--- config.mk ---
export PLATFORM = sky130hd
export DESIGN_NAME = access_lockout_ctrl
export DESIGN_NICKNAME = d
export VERILOG_FILES = /design/src/rtl/access_lockout_ctrl.sv
export SDC_FILE = /design/constraint.sdc
export NUM_CORES = 1
export LEC_CHECK = 0
export ABC_AREA = 1
export CORE_MARGIN = 3
export CORE_UTILIZATION = 32
export DETAILED_ROUTE_END_ITERATION = 16
export PLACE_DENSITY = 0.55
export SYNTH_ARGS = -nofsm -noshare
export SYNTH_HDL_FRONTEND = slang
export SYNTH_SLANG_ARGS = --single-unit
--- constraint.sdc ---
create_clock -name clk -period 3.95 [get_ports clk]
set_clock_uncertainty 0.1 [all_clocks]
set_input_delay 0.9875 -clock clk [delete_from_list [all_inputs] [get_ports clk]]
set_output_delay 0.9875 -clock clk [all_outputs]
set_load 0.01 [all_outputs]
--- src/rtl/access_lockout_ctrl.sv ---
// Attempt-policy controller placed between the password comparator and the stepper drive.
// Turns comparator result levels into single attempt events, grants a timed unlock window
// on success, counts consecutive failures and enforces a timed lockout with a sticky alarm.
module access_lockout_ctrl #(
    parameter int unsigned MAX_FAIL    = 3,
    parameter int unsigned OPEN_CYCLES = 500,
    parameter int unsigned LOCK_CYCLES = 1000,
    parameter int unsigned CNT_W       = 16
) (
    input  logic       clk,
    input  logic       reset,
    input  logic       match,
    input  logic       not_match,
    input  logic       alarm_clr,
    output logic       unlock,
    output logic       locked,
    output logic       alarm,
    output logic [2:0] fail_cnt
);

    // Elaboration-time guards on the parameter ranges.
    if (MAX_FAIL < 1 || MAX_FAIL > 7) begin : g_bad_max_fail
        $error("MAX_FAIL must be in 1..7");
    end
    if (OPEN_CYCLES < 1 || 64'(OPEN_CYCLES) >= (64'd1 << CNT_W)) begin : g_bad_open
        $error("OPEN_CYCLES must be >= 1 and fit in CNT_W bits");
    end
    if (LOCK_CYCLES < 1 || 64'(LOCK_CYCLES) >= (64'd1 << CNT_W)) begin : g_bad_lock
        $error("LOCK_CYCLES must be >= 1 and fit in CNT_W bits");
    end

    localparam logic [CNT_W-1:0] OpenLast = CNT_W'(OPEN_CYCLES - 1);
    localparam logic [CNT_W-1:0] LockLast = CNT_W'(LOCK_CYCLES - 1);
    localparam logic [3:0]       MaxFail  = 4'(MAX_FAIL);

    typedef enum logic [1:0] {
        StIdle,
        StOpen,
        StLockout
    } state_e;

    state_e           state_q;
    logic             match_q;
    logic             nm_q;
    logic [CNT_W-1:0] timer_q;
    logic [2:0]       fail_q;
    logic             alarm_q;

    logic             success_ev;
    logic             fail_ev;
    logic [3:0]       fail_inc;
    logic             fail_limit;

    // Rising-edge event detection and failure-limit decode.
    always_comb begin
        success_ev = match & ~match_q;
        fail_ev    = not_match & ~nm_q;
        // One bit wider than the count so the +1 can never wrap.
        fail_inc   = {1'b0, fail_q} + 4'd1;
        fail_limit = (fail_inc >= MaxFail);
    end

    // Previous input levels; reset to 1 so a level held through reset is not an event.
    always_ff @(posedge clk or posedge reset) begin
        if (reset) begin
            match_q <= 1'b1;
            nm_q    <= 1'b1;
        end else begin
            match_q <= match;
            nm_q    <= not_match;
        end
    end

    // Policy FSM with shared window/lockout timer, failure count and sticky alarm.
    always_ff @(posedge clk or posedge reset) begin
        if (reset) begin
            state_q <= StIdle;
            timer_q <= '0;
            fail_q  <= '0;
            alarm_q <= 1'b0;
        end else begin
            // Clear request is honoured outside lockout; a lockout entry below overrides it.
            if (alarm_clr && (state_q != StLockout)) begin
                alarm_q <= 1'b0;
            end

            case (state_q)
                StIdle: begin
                    // A fail takes priority over a simultaneous success.
                    if (fail_ev) begin
                        if (fail_limit) begin
                            fail_q  <= MaxFail[2:0];
                            timer_q <= '0;
                            alarm_q <= 1'b1;
                            state_q <= StLockout;
                        end else begin
                            fail_q <= fail_inc[2:0];
                        end
                    end else if (success_ev) begin
                        fail_q  <= '0;
                        timer_q <= '0;
                        state_q <= StOpen;
                    end
                end

                StOpen: begin
                    // Events are dropped for the whole window, expiry cycle included.
                    if (timer_q == OpenLast) begin
                        timer_q <= '0;
                        state_q <= StIdle;
                    end else begin
                        timer_q <= timer_q + 1'b1;
                    end
                end

                StLockout: begin
                    alarm_q <= 1'b1;
                    if (timer_q == LockLast) begin
                        timer_q <= '0;
                        fail_q  <= '0;
                        state_q <= StIdle;
                    end else begin
                        timer_q <= timer_q + 1'b1;
                    end
                end

                default: begin
                    timer_q <= '0;
                    state_q <= StIdle;
                end
            endcase
        end
    end

    // Window outputs decode straight from the state register so they never overlap.
    always_comb begin
        unlock   = (state_q == StOpen);
        locked   = (state_q == StLockout);
        alarm    = alarm_q;
        fail_cnt = fail_q;
    end

endmodule

# Yosys cells after proc, flatten, opt, wreduce, memory -nomap -nowiden
# Cells that the tools add are included.
[totals]
out_inout_bits = 6
reg_bits = 24
input_bits = 5
[op_classes]
eq_ne = 9
n_lt_le_gt_ge = 1
mux = 21
bitwise_logic = 4
reduce_logical = 6
addsub = 2
[op_table]
columns = ["operator", "count"]
rows = [
  ["$mux 16", 5],
  ["$pmux 16 s3", 1],
  ["$add 16x1->16 const B", 1],
  ["$eq 16x10->1 const B", 1],
  ["$eq 16x9->1 const B", 1],
  ["$mux 3", 4],
  ["$mux 2", 5],
  ["$ne 3x3->1 const B", 2],
  ["$pmux 2 s3", 1],
  ["$pmux 3 s2", 1],
  ["$add 3x1->4 const B", 1],
  ["$ge 4x2->1 const B", 1],
  ["$ne 2x1->1 const B", 2],
  ["$reduce_and 4->1", 1],
  ["$mux 1", 3],
  ["$reduce_and 3->1", 1],
  ["$and 1x1->1", 2],
  ["$eq 2x1->1 const B", 1],
  ["$eq 2x2->1 const B", 1],
  ["$logic_not 2->1", 1],
  ["$ne 2x2->1 const B", 1],
  ["$not 1->1", 2],
  ["$pmux 1 s2", 1],
  ["$reduce_and 2->1", 1],
  ["2 further kinds", 2],
]

# Longest topological paths before layout
# Gate-level depths: netlist of the first run.
[logic_depth]
ltp_word = 6
depth_mapped = 12

# Worst setup path after synthesis of the first run
# OpenSTA, ideal clock, no wires.
[synth_timing]
kind = "input -> register"
from = "input not_match"
to = "register timer_q[15]"
path_stages = 8
setup_time_ps = 118
slack_ps = 1988
t_arrival_ps = 1743
cell_sequence = "nand2_1 -> nor2_1 -> nand3_2 -> nand2_4 -> inv_4 -> buf_6 -> nand4_1 -> nand2_1"
[synth_via]
elab_chain_cells = 3
word_cells_on_any_way = 6
[synth_lines]
columns = ["item", "line", "source"]
rows = [
  ["from (decl)", "13", "input logic not_match,"],
  ["$and 1x1->1 *", "57", "fail_ev = not_match & ~nm_q;"],
  ["$mux 16 / $ne 3x3->1 (equally long branches)", "--", ""],
  ["$pmux 16 s3 / $reduce_and 2->1 (equally long branches)", "--", ""],
  ["to (signal assigned)", "112", "timer_q <= timer_q + 1'b1;"],
  ["to (signal assigned)", "123", "timer_q <= timer_q + 1'b1;"],
  ["to (decl)", "45", "logic [CNT_W-1:0] timer_q;"],
]
# Mark *: on every way between the ends. The rest lies on a longest branch, timed or not.
# A chain may end at the register's enable or synchronous reset.

# Worst setup path after layout of the first run
[layout_timing]
from = "register state_q[0]"
to = "output locked"
[layout_via]
elab_chain_cells = 1
[layout_lines]
columns = ["item", "line", "source"]
rows = [
  ["from (decl)", "42", "state_e state_q;"],
  ["from (signal assigned)", "77", "state_q <= StIdle;"],
  ["from (signal assigned)", "95", "state_q <= StLockout;"],
  ["from (signal assigned)", "102", "state_q <= StOpen;"],
  ["$eq 2x2->1", "138", "locked = (state_q == StLockout);"],
  ["to (decl)", "16", "output logic locked,"],
]
# No other way between the ends.

==> reports/results.ini, run 1 <==
[synthesis]
ys_seq_area_share_pct = 35.6
syn_area_per_cell_um2 = 6.77
yosys_warnings = 0
ys_ff_latch = 24
synth_most_common_cell = nand2_1
synth_common_cells = nand2_1, nor2_1, inv_1
synth_top_area_share_pct = 32.5
synth_nets = 261
syn_inst = 250
async_flop_share_pct = 100
ys_types = 30
synth_top_cells_by_area = dfrtp_1, nand2_1, nor2_1
syn_area_mm2 = 0.00169
synth-edff-count = 0
synth_ff_type = dfrtp_1
synth.largest_area_cell = dfrtp_1

[detailed_routing]
detail_route.wl_per_cell_um = 12.0
dr.pass1.iters = 4
drtAntennaViolNets = 0
drt-vias-per-instance = 4.67
num_vias = 1528
drc = 0
drt_iter0_markers = 62
drt-total-wl_um = 3930

[timing]
min_period_ns = 2.82
period_share_pct = 71.5
hold_violations = 0
fmax_mhz = 354
drv_slew = 0
finalSetupTns_ns = 0
rsz0062_at_grt = false
finalSetupViolations = 0
tightestPinTransition_ns = 0.954
slew_headroom_pct = 36.3

[final_layout]
seqCellArea_um2 = 603
layout.nets = 272
final.fill_count = 545
multiInputGateArea_um2 = 928
num_antenna_cells = 0
drive_gt1_share_pct = 12.7
area_growth_pct = 13.5

[clock_tree]
ctsRootBufferMaster = clkbuf_8
cts_setup_buffers = 0
cts_buffer_depth = 2
cts_resized = 0
htreeDepth = 1
cts_tree = done
numCtsBuffers = 3
path_clk_slew_ns = 0.10
clock_latency_ns = 0.28
cts-hold-fix-buffers = 0
clock-sinks = 24

[floorplanning]
row_count = 25
start_util_pct = 34.5
core-area_mm2 = 0.00491
dieHeight_um = 78.7
io-pin-count = 11
die_w_um = 78.7
dieArea_mm2 = 0.00620

[critical_path]
crit_path_top_delay_cell = clkdlybuf4s50_1
cp_cell_sequence = inv_1 -> ha_1 -> clkdlybuf4s50_1
cp-end-kind = output port
path_class = flop to output port
start_kind = flop
worstPathArrival_ns = 1.74
cpPeakStageDelay_ns = 0.61
critPathRequiredTime_ns = 2.86
crit_fanout = 9

[grt]
grt-ovfl-total = 0
antenna_found_initial = 0
grt_max_degree = 25
grt_first_pass_wirelength_um = 6910
gr-usage-all-layers_pct = 14.0
grt_pass1_vias = 1459

[pwr]
power.leakage_nw = 0.861
vdd_ir_drop_max_mv = 0.211
power.density_mw_per_mm2 = 490
total_power_mw = 0.942

[job]
drv_cap = 0

[place]
dp_hpwl_um = 2950
gp_congestion = 0.879
numPortBuffers = 10

[run_status]
status = complete, no violations

[min_path]
hold_class = flop to flop

-- through the flow --
stage / worst slack (ns) / instance area, µm² / cells / hold slack [ns] / util [%]
finish: 1.13 / 1920 / 327 / 0.433 / 39.1
global route: 1.01 / 1920 / 327 / 0.447 / 39.1
global placement: 1.30 / 1850 / 323 / 0.415 / 37.7
floorplan: 1.99 / 1690 / 250 / 0.375 / -
detailed placement: 1.22 / 1850 / 323 / 0.419 / 37.7
CTS: 1.09 / 1920 / 327 / 0.438 / 39.1
-- path summary, 6_finish.rpt --
path,cells after the start,slack [ns],endpoint,start
max,3,1.13,locked,state_q[0]
min,2,0.43,fail_cnt[2],fail_cnt[2]
max reg2reg,12,2.06,timer_q[9],timer_q[0]
min reg2reg,2,0.43,fail_cnt[2],fail_cnt[2]
max in group asynchronous,2,2.05,timer_q[4],reset
min in group asynchronous,2,1.11,state_q[0],reset
-- cell families (layout without fill, tap and decap cells) --
| logic type | Yosys count | in the layout | synth area share, % |
|---|---|---|---|
| xor gates and xnor gates | 1 | 1 | 0.517 |
| buffers and inverters | 39 | 49 | 9.53 |
| and+or+nand+nor | 157 | 157 | 42.6 |
| DFF | 24 | 24 | 35.6 |
| AOI/OAI and AO/OA | 23 | 23 | 7.32 |
| adders and majority gates | 6 | 6 | 4.43 |
-- state kept, by name, summed over array words and instances (netlist names) --
name      flops
alarm         1
fail_cnt      3
nm_q          1
timer_q      16
state_q       2
match_q       1
-- routing by layer --
| metal | GRT usage (%) | share of wire (%) | up-vias |
|---|---|---|---|
| li1 | - | - | 802 |
| met5 | 0 | 0 | - |
| met4 | 3.15 | 0.79 | 0 |
| met1 | 20.1 | 51 | 693 |
| met3 | 2.72 | 4.3 | 4 |
| met2 | 21.7 | 44 | 29 |
-- layout by cell type (no fill, tap or decap) --
cell type        instances
o21bai_1                 2
clkbuf_8                 3
nand2_1                 73
a21oi_1                  6
inv_1                   29
nand4_1                  8
or2_2                    1
nand2_4                  2
inv_2                    4
nand3b_1                 1
nand3_2                  2
nor2_2                   6
nor3_1                   1
dfstp_2                  2
o21ai_1                  1
o21ai_0                 13
clkdlybuf4s50_1         10
ha_1                     6
inv_4                    1
nand2_2                  8
bufinv_16                1
xor2_1                   1
nor2_1                  33
clkinv_1                 1
dfrtp_1                 22
nand3_1                 19
or2_1                    1
o21ai_2                  1
nor2_4                   2
-- worst max-delay path, delay by kind of cell, from the launching register on --
family / cells / cell delay, ns
flip-flops: 1 / 0.39
adder cells (fa/ha/maj): 1 / 0.37
buffers and inverters: 2 / 0.71
-- where the power goes --
group | internal (mW) | switching, mW
sequential | 0.276 | 0.0290
combinational | 0.135 | 0.275
clock | 0.136 | 0.0905
-- area by class of cell --
class	instances	area share, %
multi-input combinational	187	48.3
tap	67	4.36
inverter	35	6.97
sequential	24	31.4
clock inverter	1	1.56
timing repair buffer	10	5.21
clock buffer	3	2.15
Power figures use the tool's default switching activity.
==> run 2, diff against run 1 <==
==> constraint.sdc (replaced) <==
create_clock -name clk -period 2.8 [get_ports clk]
set_clock_uncertainty 0.1 [all_clocks]
set_input_delay 0.7 -clock clk [delete_from_list [all_inputs] [get_ports clk]]
set_output_delay 0.7 -clock clk [all_outputs]
set_load 0.01 [all_outputs]
==> run 2 against run 1 <==
Compared with the run above: register-to-register slack got worse by 1.2 ns; final area grew 0.78%; highest routed layer unchanged; final cell count up 0.61%; power up 41%; clock-buffer cell count stayed put; combinational power up 43%.
==> reports/results.ini, run 2 (synthesis results as in run 1) <==
[critical_path]
r2r_cells = 12  ; unchanged
cp_cell_sequence = inv_1 -> ha_1 -> clkdlybuf4s50_1
cp_num_buf_inv = 2  ; unchanged
critPathRequiredTime_ns = 2.00  ; -0.86 ns
cp-end-kind = output port
path_depth = 3  ; unchanged
r2r_slack_ns = 0.90  ; -1.16 ns
crit_fanout = 4  ; -5
reg2reg_to = timer_q[9]
path_delay_family = buffers and inverters
cp-startpoint = state_q[1]
reg2reg_from = timer_q[0]
crit_path_top_delay_cell = clkdlybuf4s50_1
start_kind = flop
cpPeakStageDelay_ns = 0.58  ; -0.03 ns
worstPathArrival_ns = 1.63  ; -0.11 ns
critPathCapture = unlock
path_class = flop to output port

[detailed_routing]
num_vias = 1520  ; -0.52%
detail_route.wl_per_cell_um = 11.8  ; -1.7%
drt_iter0_markers = 75  ; +21%
drt-vias-per-instance = 4.62  ; -1.1%
drc = 0  ; unchanged
dr.pass1.iters = 4  ; unchanged
drtAntennaViolNets = 0  ; unchanged
drt-total-wl_um = 3890  ; -1.1%

[final_layout]
num_antenna_cells = 0  ; unchanged
regMostFlops = timer_q
layout_commonest_cell = nand2_1
drive_gt1_share_pct = 13.4  ; +0.67 points
mostFrequentLayoutCells = nand2_1, nor2_1, inv_1, dfrtp_1, nand3_1
design_area_mm2 = 0.00194  ; +0.78%
layout.nets = 274  ; +0.74%
area_growth_pct = 14.3
largest_reg_flops = 16  ; unchanged
finalNonFillerCells = 329  ; +0.61%

[timing]
finalSetupViolations = 0  ; unchanged
fmax_mhz = 411
finalSetupTns_ns = 0  ; unchanged
min_period_ns = 2.43
layout_setup_ws_ns = 0.367  ; -0.758 ns
period_share_pct = 86.9
hold_violations = 0  ; unchanged
drv_slew = 0  ; unchanged
slew_headroom_pct = 63.8  ; +27 points
tightestPinTransition_ns = 0.542  ; -0.412 ns
rsz0062_at_grt = false

[grt]
antenna_found_initial = 0  ; unchanged
grt_first_pass_wirelength_um = 6800  ; -1.6%
grt_pass1_vias = 1428  ; -2.1%
gr-usage-all-layers_pct = 13.7  ; -0.33 points
grt_max_degree = 19  ; -24%
grt-ovfl-total = 0  ; unchanged

[clock_tree]
cts_resized = 0  ; unchanged
ctsRootBufferMaster = clkbuf_8
cts_tree = done
path_clk_slew_ns = 0.09  ; about the same
htreeDepth = 1  ; unchanged
clock_latency_ns = 0.27  ; about the same
cts_buffer_depth = 2  ; unchanged
cts-hold-fix-buffers = 0  ; unchanged
clock-sinks = 24  ; unchanged
numCtsBuffers = 3  ; unchanged
cts_setup_buffers = 0  ; unchanged

[floorplanning]
row_count = 25  ; unchanged
core-area_mm2 = 0.00491  ; unchanged
start_util_pct = 34.5  ; unchanged
dieArea_mm2 = 0.00620  ; unchanged
io-pin-count = 11  ; unchanged
die_w_um = 78.7  ; unchanged
dieHeight_um = 78.7  ; unchanged

[pwr]
power.density_mw_per_mm2 = 686  ; +40%
total_power_mw = 1.33  ; +41%
power.leakage_nw = 0.871  ; +1.2%
vdd_ir_drop_max_mv = 0.296  ; +40%

[place]
pre_cts_ws_ns = 0.394  ; -0.821 ns
dpl_cell_area_mm2 = 0.00186  ; +0.81%
dp_hpwl_um = 3010  ; +1.9%
dp.cells = 325  ; +0.62%
numPortBuffers = 10  ; unchanged
gp_congestion = 0.904  ; +2.8%

[job]
drv_cap = 0  ; unchanged

[run_status]
status = complete, no violations

[min_path]
hold_class = flop to flop

-- run 2: cell count changes in the layout (fill, tap and decap cells not counted), sizes merged --
cell	change
buf	+2
-- run 2: routing by layer --
| layer | track usage, % | vias up | wire [µm] |
|---|---|---|---|
| met4 | 3.15 | 0 | 30 |
| met3 | 2.04 | 4 | 148 |
| met1 | 20.2 | 676 | 1990 |
| met2 | 21.0 | 28 | 1720 |
| met5 | 0 | - | 0 |
| li1 | - | 812 | - |
-- run 2: worst reg2reg max path: cells and delay by family (launching register included) --
| kind | cells | cell delay, ns |
|---|---|---|
| adders and majority gates | 1 | 0.31 |
| buffers and inverters | 2 | 0.17 |
| DFF | 1 | 0.44 |
| and+or+nand+nor | 9 | 0.77 |
-- run 2: where the power goes --
part,internal (mW),leakage [nW],switching (mW)
sequential,0.390,0.324,0.0401
combinational,0.196,0.511,0.390
clock,0.191,0.0357,0.120
-- run 2: worst min-delay path by stage --
stage / start / slack, ns / cells past startpoint / end
after detailed placement: alarm / 0.42 / 2 / alarm
final: alarm / 0.43 / 2 / alarm
after floorplan: timer_q[1] / 0.37 / 2 / timer_q[1]
after global placement: alarm / 0.41 / 2 / alarm
after global routing: alarm / 0.44 / 2 / alarm
after CTS: alarm / 0.44 / 2 / alarm
-- run 2: metrics by stage --
stage	hold WS, ns	util, %
floorplan	0.375	-
detailed placement	0.420	38.0
global placement	0.414	38.0
CTS	0.438	39.4
finish	0.435	39.4
global route	0.444	39.4
-- run 2: cell type report --
| type | count | area (µm²) |
|---|---|---|
| sequential | 24 | 603 |
| timing repair buffer | 12 | 115 |
| multi-input combinational | 187 | 928 |
| clock inverter | 1 | 30.0 |
| tap | 67 | 83.8 |
| fill | 532 | 2980 |
| clock buffer | 3 | 41.3 |
| inverter | 35 | 134 |
